## src/rtl/div16_pkg.sv

```systemverilog
// Shared types and constants for the 16-bit sequential divider.
// Optional divide-by-zero early exit: DIV16_ZERO_DETECT_EN.
package div16_pkg;

  localparam int N     = 16;
  localparam int CNT_W = 4;

  localparam logic [CNT_W-1:0] CNT_LAST = CNT_W'(N - 1);

  typedef enum logic [1:0] {
    IDLE,
    RUN,
    DONE
  } div_state_t;

endpackage

```

## src/rtl/div16_seq_sub.sv

```systemverilog
// a16bitsub: 16-bit ripple-borrow subtractor, diff = a - b - bin.
// Borrow ripples LSB to MSB through one full subtractor per bit.
module a16bitsub
  import div16_pkg::*;
(
  input  logic [N-1:0] a,
  input  logic [N-1:0] b,
  input  logic         bin,
  output logic [N-1:0] diff,
  output logic         bout
);

  logic [N:0] brw;

  assign brw[0] = bin;

  for (genvar i = 0; i < N; i++) begin : g_bit
    assign diff[i]  = a[i] ^ b[i] ^ brw[i];
    assign brw[i+1] = (~a[i] & (b[i] | brw[i]))
                    | (b[i] & brw[i]);
  end

  assign bout = brw[N];

endmodule

```

## src/rtl/div16_seq.sv

```systemverilog
// div16_seq: restoring unsigned divider, one quotient bit per clock.
// Optional divide-by-zero early exit: DIV16_ZERO_DETECT_EN.
module div16_seq #(
  parameter int N = 16
) (
  input  logic         clk,
  input  logic         rst_n,
  input  logic         start,
  input  logic [N-1:0] dividend,
  input  logic [N-1:0] divisor,
  output logic         busy,
  output logic         done,
  output logic [N-1:0] quotient,
  output logic [N-1:0] remainder,
  output logic         dz
);

  import div16_pkg::*;

  if (N != div16_pkg::N) begin : g_bad_n
    $error("div16_seq: N must be 16");
  end

  div_state_t       state_q, state_d;
  logic [CNT_W-1:0] cnt_q, cnt_d;
  logic [N-1:0]     r_q, r_d;
  logic [N-1:0]     q_q, q_d;
  logic [N-1:0]     d_q, d_d;
  logic             busy_q, busy_d;
  logic             done_q, done_d;
  logic [N-1:0]     quo_q, quo_d;
  logic [N-1:0]     rem_q, rem_d;

  logic         msb;
  logic [N-1:0] t;
  logic [N-1:0] sub;
  logic         bo;
  logic         qbit;
  logic [N-1:0] r_nxt;
  logic [N-1:0] q_nxt;

  // One restoring step: shift in the next dividend bit, try T - D.
  // With msb set the true 17-bit remainder exceeds D, so sub is valid.
  assign msb   = r_q[N-1];
  assign t     = {r_q[N-2:0], q_q[N-1]};
  assign qbit  = msb | ~bo;
  assign r_nxt = qbit ? sub : t;
  assign q_nxt = {q_q[N-2:0], qbit};

  a16bitsub u_sub (
    .a    (t),
    .b    (d_q),
    .bin  (1'b0),
    .diff (sub),
    .bout (bo)
  );

`ifdef DIV16_ZERO_DETECT_EN
  logic dz_q, dz_d;
  assign dz = dz_q;
`else
  assign dz = 1'b0;
`endif

  // Next-state: FSM, iteration counter, R/Q/D and result registers.
  always_comb begin
    state_d = state_q;
    cnt_d   = cnt_q;
    r_d     = r_q;
    q_d     = q_q;
    d_d     = d_q;
    busy_d  = busy_q;
    done_d  = 1'b0;
    quo_d   = quo_q;
    rem_d   = rem_q;
`ifdef DIV16_ZERO_DETECT_EN
    dz_d    = dz_q;
`endif
    unique case (state_q)
      IDLE, DONE: begin
        if (start) begin
          d_d     = divisor;
          q_d     = dividend;
          r_d     = '0;
          cnt_d   = '0;
          state_d = RUN;
          busy_d  = 1'b1;
`ifdef DIV16_ZERO_DETECT_EN
          if (divisor == '0) begin
            state_d = DONE;
            busy_d  = 1'b0;
            done_d  = 1'b1;
            dz_d    = 1'b1;
            quo_d   = '1;
            rem_d   = dividend;
          end
`endif
        end else if (state_q == DONE) begin
          state_d = IDLE;
        end
      end
      RUN: begin
        r_d   = r_nxt;
        q_d   = q_nxt;
        cnt_d = cnt_q + CNT_W'(1);
        if (cnt_q == CNT_LAST) begin
          state_d = DONE;
          busy_d  = 1'b0;
          done_d  = 1'b1;
          quo_d   = q_nxt;
          rem_d   = r_nxt;
`ifdef DIV16_ZERO_DETECT_EN
          dz_d    = 1'b0;
`endif
        end
      end
      default: state_d = IDLE;
    endcase
  end

  // State and output registers; reset aborts any divide in flight.
  always_ff @(posedge clk or negedge rst_n) begin
    if (!rst_n) begin
      state_q <= IDLE;
      cnt_q   <= '0;
      r_q     <= '0;
      q_q     <= '0;
      d_q     <= '0;
      busy_q  <= 1'b0;
      done_q  <= 1'b0;
      quo_q   <= '0;
      rem_q   <= '0;
`ifdef DIV16_ZERO_DETECT_EN
      dz_q    <= 1'b0;
`endif
    end else begin
      state_q <= state_d;
      cnt_q   <= cnt_d;
      r_q     <= r_d;
      q_q     <= q_d;
      d_q     <= d_d;
      busy_q  <= busy_d;
      done_q  <= done_d;
      quo_q   <= quo_d;
      rem_q   <= rem_d;
`ifdef DIV16_ZERO_DETECT_EN
      dz_q    <= dz_d;
`endif
    end
  end

  assign busy      = busy_q;
  assign done      = done_q;
  assign quotient  = quo_q;
  assign remainder = rem_q;

endmodule

```

## config.mk

```make
export PLATFORM = sky130hd
export DESIGN_NAME = div16_seq
export DESIGN_NICKNAME = d
export VERILOG_FILES = /design/src/rtl/div16_pkg.sv /design/src/rtl/div16_seq_sub.sv /design/src/rtl/div16_seq.sv
export SDC_FILE = /design/constraint.sdc
export NUM_CORES = 1
export LEC_CHECK = 0
export ABC_AREA = 1
export BUFFER_PORTS_ARGS = -buffer_cell sky130_fd_sc_hd__buf_4
export CAP_MARGIN = 30
export CORE_MARGIN = 10
export CORE_UTILIZATION = 40
export DETAILED_ROUTE_END_ITERATION = 6
export HOLD_SLACK_MARGIN = 0.02
export PLACE_DENSITY = 0.6
export SYNTH_ARGS = -nofsm -noshare
export SYNTH_HDL_FRONTEND = slang
export SYNTH_SLANG_ARGS = --single-unit
export TNS_END_PERCENT = 30
```

## constraint.sdc

```tcl
create_clock -name clk -period 7.5 [get_ports clk]
set_clock_uncertainty 0.05 [all_clocks]
set_input_delay 0 -clock clk [delete_from_list [all_inputs] [get_ports clk]]
set_output_delay 0 -clock clk [all_outputs]
set_load 0.05 [all_outputs]
```

==> impl_metrics.json <==
{
  "clkLatencyLatePin_ns": 0.37,
  "leakage_nw": 2.884,
  "end_kind": "flop",
  "grt_max_degree": 63,
  "p_sw_mw": 1.329,
  "sw_frac_of_total_pct": 48.66,
  "synthCells": 513,
  "final-max-slew-violation-count": 0,
  "drv_cap": 0,
  "synthesis.area_um2": 4180,
  "core_area_um2": 10230,
  "critical_path_arrival_ns": 7.14,
  "worstPathRequired_ns": 7.71,
  "place_area_um2": 4777,
  "die_h_um": 122.2,
  "wirelength_mm": 10.17,
  "wl_per_cell_um": 13.36,
  "cts.sinks": 88,
  "status": "completed",
  "fin_crit_ns": 6.934,
  "cts_made_buffers": 9,
  "holdCritPathClass": "input port to asynchronous set/reset pin",
  "grt_pass1_wl_mm": 17.31,
  "ir_drop_uv": 184.4,
  "cts_buffer_depth": 2,
  "cellPowerDensity_nw_per_um2": 500.7,
  "crit_path_start_kind": "flop",
  "die_w_um": 122.2,
  "worst-slew-pin-transition_ns": 0.7786,
  "clkTransAtPathRegs_ns": 0.09,
  "layout-drive-gt1-share_pct": 15.36,
  "post_drt_via_cell_ratio": 4.551,
  "grt_overflow": 0,
  "gp_congestion": 0.7939,
  "crit_path_max_fanout": 18,
  "cell_internal_pwr_mw": 1.402,
  "rsz0062_at_grt": "false",
  "fin_crit_sh_pct": 92.45,
  "final_common_cell": "nand2_1",
  "cts_setup_buffers": 0,
  "synth_cell_types": 16,
  "drc": 0,
  "row_count": 37,
  "clock_power_share_pct": 13.3,
  "drt-initial-drc-count": 263,
  "layout_common_cells": "nand2_1, dfrtp_1, buf_4",
  "antenna_cells": 0,
  "yosysWarningCount": 0,
  "ys_seq_elements": 88,
  "yosysSeqAreaShare_pct": 52.68,
  "syn-num-nets": 565,
  "seqPwrFrac_pct": 32.0,
  "final_area_um2": 5456,
  "timing.fmax_mhz": 144.2,
  "vias": 3463,
  "syn_area_per_cell_um2": 8.149,
  "final_antenna_net_count": 0,
  "cts_tree": "yes",
  "initial_core_util_pct": 40.86,
  "hold_violations": 0,
  "first_pass_iters": 5,
  "nNetsFinal": 672,
  "h-tree-depth": 3,
  "grt_pass1_vias": 3596,
  "pwr-share-comb_pct": 54.7,
  "dp_hpwl_mm": 6.468,
  "area_growth_syn_to_layout_pct": 30.53,
  "portBuffers": 68,
  "slew_headroom_pct": 48.09,
  "cts_hold_buf": 46,
  "cts_resized": 0,
  "setup_violations": 0,
  "track_usage_pct": 14.35,
  "tns_ns": 0,
  "io_pins": 70,
  "antenna_found_initial": 0,
  "critical_path_class": "flop to flop",
  "cts-root-buf": "clkbuf_8",
  "dieArea_um2": 14940,
  "utilization_pct": 53.33
}
critical path, cell delays in order, from the launching register on:
cell	delay, ns
dfrtp_1	0.40
inv_1	0.06
ha_1	0.13
inv_1	0.04
fa_1	0.38
fa_1	0.40
fa_1	0.40
fa_1	0.39
fa_1	0.39
fa_1	0.38
fa_1	0.36
inv_1	0.07
fa_1	0.15
inv_1	0.05
fa_1	0.37
fa_1	0.39
fa_1	0.38
fa_1	0.39
fa_1	0.40
fa_1	0.38
inv_1	0.08
fa_1	0.20
nand2_2	0.24
nand2_1	0.14
nand2_1	0.08
nand2_1	0.07
nand2_1	0.05
flip-flops by register name (all words and copies together) (netlist names):
signal and count:
busy 1, cnt_q 4, d_q 16, done 1
q_q 16, quotient 16, r_q 16, remainder 16
state_q 2
through the flow:
step	hold slack [ns]	power [mW]	std cells	worst slack, ns
5_1_grt	0.07564	3.017	761	0.1620
4_1_cts	0.03224	2.757	761	0.5513
6_report	0.03071	2.732	761	0.5659
2_1_floorplan	-0.3456	1.978	513	0.7847
3_3_place_gp	-0.1113	2.332	698	0.6685
3_5_place_dp	-0.1035	2.364	699	0.5726
layout make-up:
| type | instances | area (µm²) |
|---|---|---|
| flip-flops and latches | 88 | 2202 |
| repair buffers | 120 | 1023 |
| clock inverters | 7 | 95.09 |
| well taps | 136 | 170.2 |
| inverters | 47 | 176.4 |
| fillers | 947 | 4775 |
| clock buffers | 9 | 123.9 |
| multi-input cells | 354 | 1665 |
path summary, 6_finish.rpt:
| kind | start | end | slack, ns | cells after the start |
|---|---|---|---|---|
| hold reg to reg | quotient[4] | quotient[4] | 0.43 | 2 |
| setup reg to reg | q_q[15] | r_q[8] | 0.57 | 26 |
| max in group asynchronous | rst_n | quotient[14] | 6.27 | 3 |
| setup / recovery | q_q[15] | r_q[8] | 0.57 | 26 |
| min in group clk | start | q_q[15] | 0.06 | 5 |
| hold / removal | rst_n | remainder[14] | 0.03 | 2 |
routing by layer:
metal / global-route usage (%) / vias up / share of wire, %
met2: 23.15 / 81 / 48
met3: 3.444 / 15 / 4.9
met5: 0 / - / 0
met4: 6.259 / 0 / 2.3
met1: 18.05 / 1616 / 45
li1: - / 1751 / -
cells in the mapped netlist:
| cell type | number | area, µm² |
|---|---|---|
| inv_2 | 2 | 7.510 |
| buf_2 | 8 | 40.04 |
| clkbuf_1 | 5 | 18.77 |
| dfrtp_1 | 88 | 2202 |
| nand2_1 | 274 | 1028 |
| conb_1 | 1 | 3.750 |
| nor2_1 | 8 | 30.03 |
| nor2_2 | 1 | 6.260 |
| nand3_1 | 36 | 180.2 |
| buf_4 | 11 | 82.58 |
| clkinv_1 | 1 | 3.750 |
| nand2_2 | 1 | 6.260 |
| o21ai_0 | 16 | 80.08 |
| inv_1 | 44 | 165.2 |
| fa_1 | 15 | 300.3 |
| ha_1 | 2 | 25.02 |
kinds of logic after synthesis:
logic type               count (synthesis)  synth area share (%)
AND/OR/NAND/NOR                        320                 29.93
flip-flops                              88                 52.68
buffers and inverters                   71                 7.603
adder cells (fa/ha/maj)                 17                 7.782
AO/OA/AOI/OAI                           16                 1.916
other                                    1               0.08971
power groups by stage:
stage	Clock, mW	Combinational, mW	Sequential [mW]
CTS	0.375	1.51	0.873
detailed placement	0	1.48	0.879
finish	0.364	1.49	0.873
global route	0.396	1.71	0.907
global placement	0	1.45	0.877
floorplan	0	0.815	1.16
Power figures use the tool's default switching activity.
